==> config.mk <==
export PLATFORM = sky130hd
export DESIGN_NAME = pc_8bit
export DESIGN_NICKNAME = d
export VERILOG_FILES = /design/src/rtl/pc_pkg.sv /design/src/rtl/pc_next_sel.sv /design/src/rtl/pc_8bit.sv
export SDC_FILE = /design/constraint.sdc
export NUM_CORES = 1
export LEC_CHECK = 0
export CAP_MARGIN = 20
export CORE_AREA = 2 2 39 41
export DETAILED_ROUTE_END_ITERATION = 8
export DIE_AREA = 0 0 41 43
export SYNTH_ARGS = -nofsm -noshare
export SYNTH_HDL_FRONTEND = slang
export SYNTH_SLANG_ARGS = --single-unit
==> constraint.sdc <==
create_clock -name clk -period 1.6 [get_ports clk]
set_clock_uncertainty 0.2 [all_clocks]
set_input_delay 0.32 -clock clk [delete_from_list [all_inputs] [get_ports clk]]
set_output_delay 0.32 -clock clk [all_outputs]
set_load 0.005 [all_outputs]
==> src/rtl/pc_pkg.sv <==
// Shared constants and types for the 8-bit program counter.
package pc_pkg;

  localparam int PC_WIDTH = 8;

  typedef logic [PC_WIDTH-1:0] pc_addr_t;

  localparam pc_addr_t PC_RESET_VECTOR = 8'h00;

  localparam int PC_STEP = 1;

endpackage

==> src/rtl/pc_next_sel.sv <==
// Combinational next-PC selection: hold > jump > increment.
// The reset path lives in the register, not here.
module pc_next_sel
  import pc_pkg::*;
#(
  parameter int WIDTH = PC_WIDTH,
  parameter int STEP  = PC_STEP
) (
  input  logic             hold,
  input  logic             jump,
  input  logic [WIDTH-1:0] jump_addr,
  input  logic [WIDTH-1:0] pc,
  output logic [WIDTH-1:0] pc_next
);

  // Increment is modulo 2^WIDTH, so the step is truncated once here
  // and the adder result is kept to WIDTH bits.
  localparam logic [WIDTH-1:0] STEP_W = WIDTH'(STEP);

  // Priority mux: a held PC ignores any jump request in the same cycle.
  always_comb begin
    pc_next = pc + STEP_W;
    if (hold) begin
      pc_next = pc;
    end else if (jump) begin
      pc_next = jump_addr;
    end
  end

endmodule

==> src/rtl/pc_8bit.sv <==
// Program counter for the 8-bit teaching CPU. Advances by STEP each
// clock, loads jump_addr on jump, and wraps modulo 2^WIDTH.
// Optional feature: define PC_8BIT_HOLD_EN to add the hold input,
// which freezes pc (and overrides jump) while high.
module pc_8bit
  import pc_pkg::*;
#(
  parameter int               WIDTH        = PC_WIDTH,
  parameter logic [WIDTH-1:0] RESET_VECTOR = PC_RESET_VECTOR,
  parameter int               STEP         = PC_STEP
) (
  input  logic             clk,
  input  logic             reset,
  input  logic             jump,
  input  logic [WIDTH-1:0] jump_addr,
`ifdef PC_8BIT_HOLD_EN
  input  logic             hold,
`endif
  output logic [WIDTH-1:0] pc
);

  logic [WIDTH-1:0] pc_reg;
  logic [WIDTH-1:0] pc_next;
  logic             hold_sel;

`ifdef PC_8BIT_HOLD_EN
  assign hold_sel = hold;
`else
  // Without the hold feature the mux simply never holds.
  assign hold_sel = 1'b0;
`endif

  pc_next_sel #(
    .WIDTH (WIDTH),
    .STEP  (STEP)
  ) u_next_sel (
    .hold      (hold_sel),
    .jump      (jump),
    .jump_addr (jump_addr),
    .pc        (pc_reg),
    .pc_next   (pc_next)
  );

  // PC register: async reset forces the vector immediately, otherwise
  // take the selected next value on every rising edge.
  always_ff @(posedge clk or posedge reset) begin
    if (reset) begin
      pc_reg <= RESET_VECTOR;
    end else begin
      pc_reg <= pc_next;
    end
  end

  assign pc = pc_reg;

endmodule

==> results.md, run 1 <==
- PwrDens: 829 mW/mm^2
- Clock buffer depth: 2
- DP Worst Slack: -0.138 ns
- Post-synth cell types: 15
- Net Sw Power: 0.160 mW
- P&R area growth vs syn: 69.0%
- GR Util All Layers: 0.141
- Synth Cell Area: 420 sq um
- Int Power: 0.429 mW
- GR peak layer: met2
- Crit. End Element: register
- Clock root cell: clkbuf_4
- Die Y: 43 um
- Reg clk slew, reported paths: 0.06 ns
- Average size of a mapped cell: 9.34 sq um
- Gpl congestion: 0.691
- IO buf count: 18
- Compound-gate portion of the synthesized area: 0.0833
- DRT Pass-1 Iters: 2
- I/O pins: 19
- Initial antenna violation count: 0
- DRC violations left: 0
- Largest net degree at the start of global routing: 9
- Fmax: 0.664 GHz
- Final Critical Period: 1.51 ns
- Die W: 41 um
- Clock power frac: 0.259
- GR Layer Usage met1: 0.174
- CP required: 1.59 ns
- First-pass GRT wire length: 1.68 mm
- Commonest non-fill, non-tap cells in the layout: 12 x buf_4, 10 x clkdlybuf4s50_1, 9 x nand2_1
- Hold Slack: 0.121 ns
- Final wirelength: 1.02 mm
- Worst-path fanout max: 3
- Vias: 436
- Sink Count: 8
- Nets@finish: 90
- Number of global-route vias before repair: 422
- Share of power burned in registers: 0.409
- Kind of critical path: reg2reg
- Post-DP HPWL: 738 um
- 1st-iter DRT viols: 6
- Status: finished clean
- Max reg flops: 8
- Worst setup SP type: register
- FILL cells: 148
- Rel. slew slack: 0.785
- Leak: 0.326 nW
- Initial core utilization: 0.304
- Warnings from Yosys: 0
- Largest family of logic cells by synthesized area: simple AND/OR/NAND/NOR gates
- R2R depth: 5
- Multiplexer share of the synthesized area: 0.0268
- Slew @ Worst Pin: 0.322 ns
- Sw Share: 0.272
- Routed WL per cell: 11.1 um
- Core box area: 0.00138 sq mm
- CTS tree: built
- RSZ-0062 raised after global routing: false
- H-Tree Depth: 1
- DR vias/cell: 4.74
- Num rows: 14
- Post-Synth XOR/XNOR Area: 0.0625
- Area after DPL: 643 sq um
- Gr ovfl total: 0
- Sequential share of the synthesized area: 0.476
- CP arrival: 1.49 ns
- Fin. max-slew vios: 0
- Final Hold Viols: 0
- Setup violations, final: 0
- Final period utilization: 0.942
- Combinational share of power: 0.331
- Clock Latency Late Sink: 0.25 ns
- Synth Instances: 45
- Synth Area in Simple Gates: 0.277
- Met2 usage: 0.222
- Met3 GRT Util: 0.0314
- Number of routed nets with antenna violations: 0
- Most common cell after layout, fill and taps aside: buf_4
- Synth Area in Adders: 0.0298
- Max-Cap Viols: 0
- Die area: 0.00176 sq mm
- Post-Route Setup TNS: 0 ns
- FF+latch count, synth: 8
- Worst min-delay path class: in2async
- N_diodes: 0
- Final worst setup slack: 0.0933 ns
- Post-route cell area: 711 sq um
- Worst VDD drop: 0.000393 V
- Net count after synthesis: 57
- Share of post-route cells with drive strength above 1: 0.224
- Total CTS buffers: 3
-- final cells by class --
| class | count | area [sq um] | share of cell area |
|---|---|---|---|
| well taps | 16 | 20.0 | 0.0282 |
| flip-flops and latches | 8 | 200 | 0.282 |
| multi-input cells | 34 | 204 | 0.287 |
| repair buffers | 30 | 260 | 0.366 |
| inverters | 1 | 3.75 | 0.00528 |
| clock buffers | 3 | 22.5 | 0.0317 |
-- layer usage --
| metal | up-vias | wire (um) |
|---|---|---|
| li1 | 220 | - |
| met1 | 203 | 469 |
| met2 | 13 | 493 |
| met3 | 0 | 57 |
| met4 | 0 | 0 |
| met5 | - | 0 |
-- critical path, stage by stage (launching register included) --
cell,delay [ns]
dfrtp_1,0.34
buf_4,0.13
ha_2,0.17
nand2_1,0.06
or4_1,0.46
nand3_1,0.09
-- synth_stat cells (all sizes together) --
library cell | number | area [sq um]
xnor2 | 1 | 8.76
xor2 | 2 | 17.5
inv | 1 | 3.75
mux2 | 1 | 11.3
nand3 | 6 | 35.0
buf | 2 | 15.0
nor2b | 3 | 18.8
or4 | 3 | 22.5
nand2 | 9 | 33.8
o21ai | 7 | 35.0
dfrtp | 8 | 200
nand4 | 1 | 6.26
ha | 1 | 12.5
-- power by group through the flow --
| stage | clock (mW) | sequential [mW] | combinational (mW) |
|---|---|---|---|
| detailed placement | 0 | 0.260 | 0.163 |
| floorplan | 0 | 0.261 | 0.0593 |
| global route | 0.165 | 0.244 | 0.217 |
| global placement | 0 | 0.259 | 0.162 |
| CTS | 0.156 | 0.241 | 0.194 |
| finish | 0.153 | 0.241 | 0.195 |
-- repair_timing --
item	CTS	global route
pin swaps	0	0
hold buffers	0	0
buffers inserted	7	0
resized for setup	8	1
endpoints found under the setup margin	8	1
hold endpoints to repair	0	0
-- cell families after synthesis --
group / count (synthesis)
XOR/XNOR: 3
multiplexers: 1
AND/OR/NAND/NOR: 22
adder cells (fa/ha/maj): 1
buffers and inverters: 3
AO/OA/AOI/OAI: 7
flip-flops: 8
-- path summary, 6_finish.rpt --
| path | start | to | slack [ns] |
|---|---|---|---|
| min reg2reg | pc[0] | pc[0] | 0.37 |
| max reg2reg | pc[0] | pc[6] | 0.09 |
| max | pc[0] | pc[6] | 0.09 |
| min in group clk | pc[0] | pc[0] | 0.37 |
| min | reset | pc[2] | 0.12 |
| max in group asynchronous | reset | pc[7] | 0.84 |
-- stage by stage --
| stage | util | power [mW] | instances |
|---|---|---|---|
| floorplan | - | 0.321 | 45 |
| global placement | 0.465 | 0.421 | 82 |
| detailed placement | 0.465 | 0.423 | 82 |
| CTS | 0.512 | 0.590 | 92 |
| global route | 0.514 | 0.627 | 92 |
| finish | 0.514 | 0.589 | 92 |
Note: power is estimated with default switching activity, not from simulation.
==> inputs of run 2 (changes only) <==
- TNS_END_PERCENT: unset -> 30
==> results of run 2 <==
Same layout as run 1: the final DEF is identical, and so are final timing and power.
==> inputs of run 3 (changes only) <==
- REMOVE_ABC_BUFFERS: unset -> 1
==> results.md, run 3 (synthesis results as in run 1) <==
- Worst min-delay path class: in2async
- Slew @ Worst Pin: 0.329 ns
- Status: finished clean
- R2R depth: 5
- Core box area: 0.00138 sq mm
- Clock power frac: 0.263
- Clock buffer depth: 2
- Net Sw Power: 0.159 mW
- Final Hold Viols: 0
- CP required: 1.58 ns
- Clock root cell: clkbuf_4
- Non-filler instance count after layout: 92
- Int Power: 0.428 mW
- DR vias/cell: 4.57
- Initial core utilization: 0.304
- Num rows: 14
- P&R area growth vs syn: 68.5%
- Final period utilization: 0.953
- Met3 GRT Util: 0.0681
- Worst-path fanout max: 3
- Commonest non-fill, non-tap cells in the layout: 12 x buf_4, 10 x clkdlybuf4s50_1, 9 x nand2_1
- Die W: 41 um
- Share of power burned in registers: 0.411
- Sw Share: 0.271
- Clock Latency Late Sink: 0.25 ns
- First-pass GRT wire length: 1.63 mm
- 1st-iter DRT viols: 2
- Combinational share of power: 0.326
- RSZ-0062 raised after global routing: false
- DRC violations left: 0
- I/O pins: 19
- Worst VDD drop: 0.000462 V
- Reg clk slew, reported paths: 0.06 ns
- H-Tree Depth: 1
- CTS tree: built
- Placed cell count: 82
- Routed WL per cell: 11.0 um
- Fin. max-slew vios: 0
- Met2 usage: 0.191
- Nets@finish: 90
- Leak: 0.328 nW
- Most common cell after layout, fill and taps aside: buf_4
- Number of global-route vias before repair: 385
- Sink Count: 8
- Die Y: 43 um
- GR peak layer: met2
- Gr ovfl total: 0
- Max-Cap Viols: 0
- GR Util All Layers: 0.141
- Crit. End Element: register
- Die area: 0.00176 sq mm
- Rel. slew slack: 0.780
- Kind of critical path: reg2reg
- Fmax: 0.656 GHz
- Final Critical Period: 1.52 ns
- Largest net degree at the start of global routing: 9
- PwrDens: 829 mW/mm^2
- Setup violations, final: 0
- Post-Route Setup TNS: 0 ns
- Final worst setup slack: 0.0756 ns
- N_diodes: 0
- Final wirelength: 1.01 mm
- Number of routed nets with antenna violations: 0
- Worst setup SP type: register
- DRT Pass-1 Iters: 4
- Vias: 420
- IO buf count: 18
- Gpl congestion: 0.651
- GR Layer Usage met1: 0.186
- Total CTS buffers: 3
- DP Worst Slack: -0.124 ns
- CP arrival: 1.51 ns
- Share of post-route cells with drive strength above 1: 0.211
- Post-DP HPWL: 717 um
- Initial antenna violation count: 0
- Max reg flops: 8
-- run 3: cell counts in the layout (fill, tap and decap cells not counted) --
No cell type changed its count.
-- run 3: per-layer routing --
metal	part of all wire	vias up
li1	-	219
met1	0.46	186
met2	0.47	13
met3	0.057	2
met4	0.014	0
met5	0	-
-- run 3: layout make-up --
type	count	area, sq um
fill	144	676
timing repair buffer	30	260
multi-input combinational	34	201
sequential	8	200
clock buffer	3	22.5
tap	16	20.0
inverter	1	3.75
-- run 3: metrics by stage --
stage | hold slack [ns] | instance area, sq um | power (mW) | util
3_3_place_gp | 0.332 | 643 | 0.422 | 0.465
3_5_place_dp | 0.346 | 643 | 0.423 | 0.465
6_report | 0.121 | 708 | 0.587 | 0.512
5_1_grt | 0.139 | 708 | 0.639 | 0.512
2_1_floorplan | -0.0643 | 405 | 0.313 | -
4_1_cts | 0.131 | 708 | 0.596 | 0.512
-- run 3: path summary, 6_finish.rpt --
kind | start | end | slack (ns)
worst min register to register | pc[0] | pc[0] | 0.38
worst max-delay path | pc[0] | pc[6] | 0.08
min in group clk | pc[0] | pc[0] | 0.38
worst max register to register | pc[0] | pc[6] | 0.08
worst min-delay path | reset | pc[7] | 0.12
max in group asynchronous | reset | pc[0] | 0.83
-- run 3: worst max-delay path: stages (launching register included) --
cell     delay [ns]
dfrtp_1        0.35
buf_4          0.13
ha_1           0.17
nand2_1        0.07
or4_1          0.46
nand3_1        0.10
-- run 3: repair_timing --
item / CTS / global route
endpoints found under the hold margin: 0 / 0
setup endpoints to repair: 8 / 0
buffers inserted: 7 / 0
gates resized for setup: 8 / 0
hold buffers: 0 / 0
-- run 3: power by group through the flow --
stage	logic, mW	clock network, mW	registers (mW)
4_1_cts	0.194	0.161	0.241
5_1_grt	0.213	0.181	0.245
3_3_place_gp	0.162	0	0.259
3_5_place_dp	0.163	0	0.260
2_1_floorplan	0.0519	0	0.261
6_report	0.192	0.154	0.241
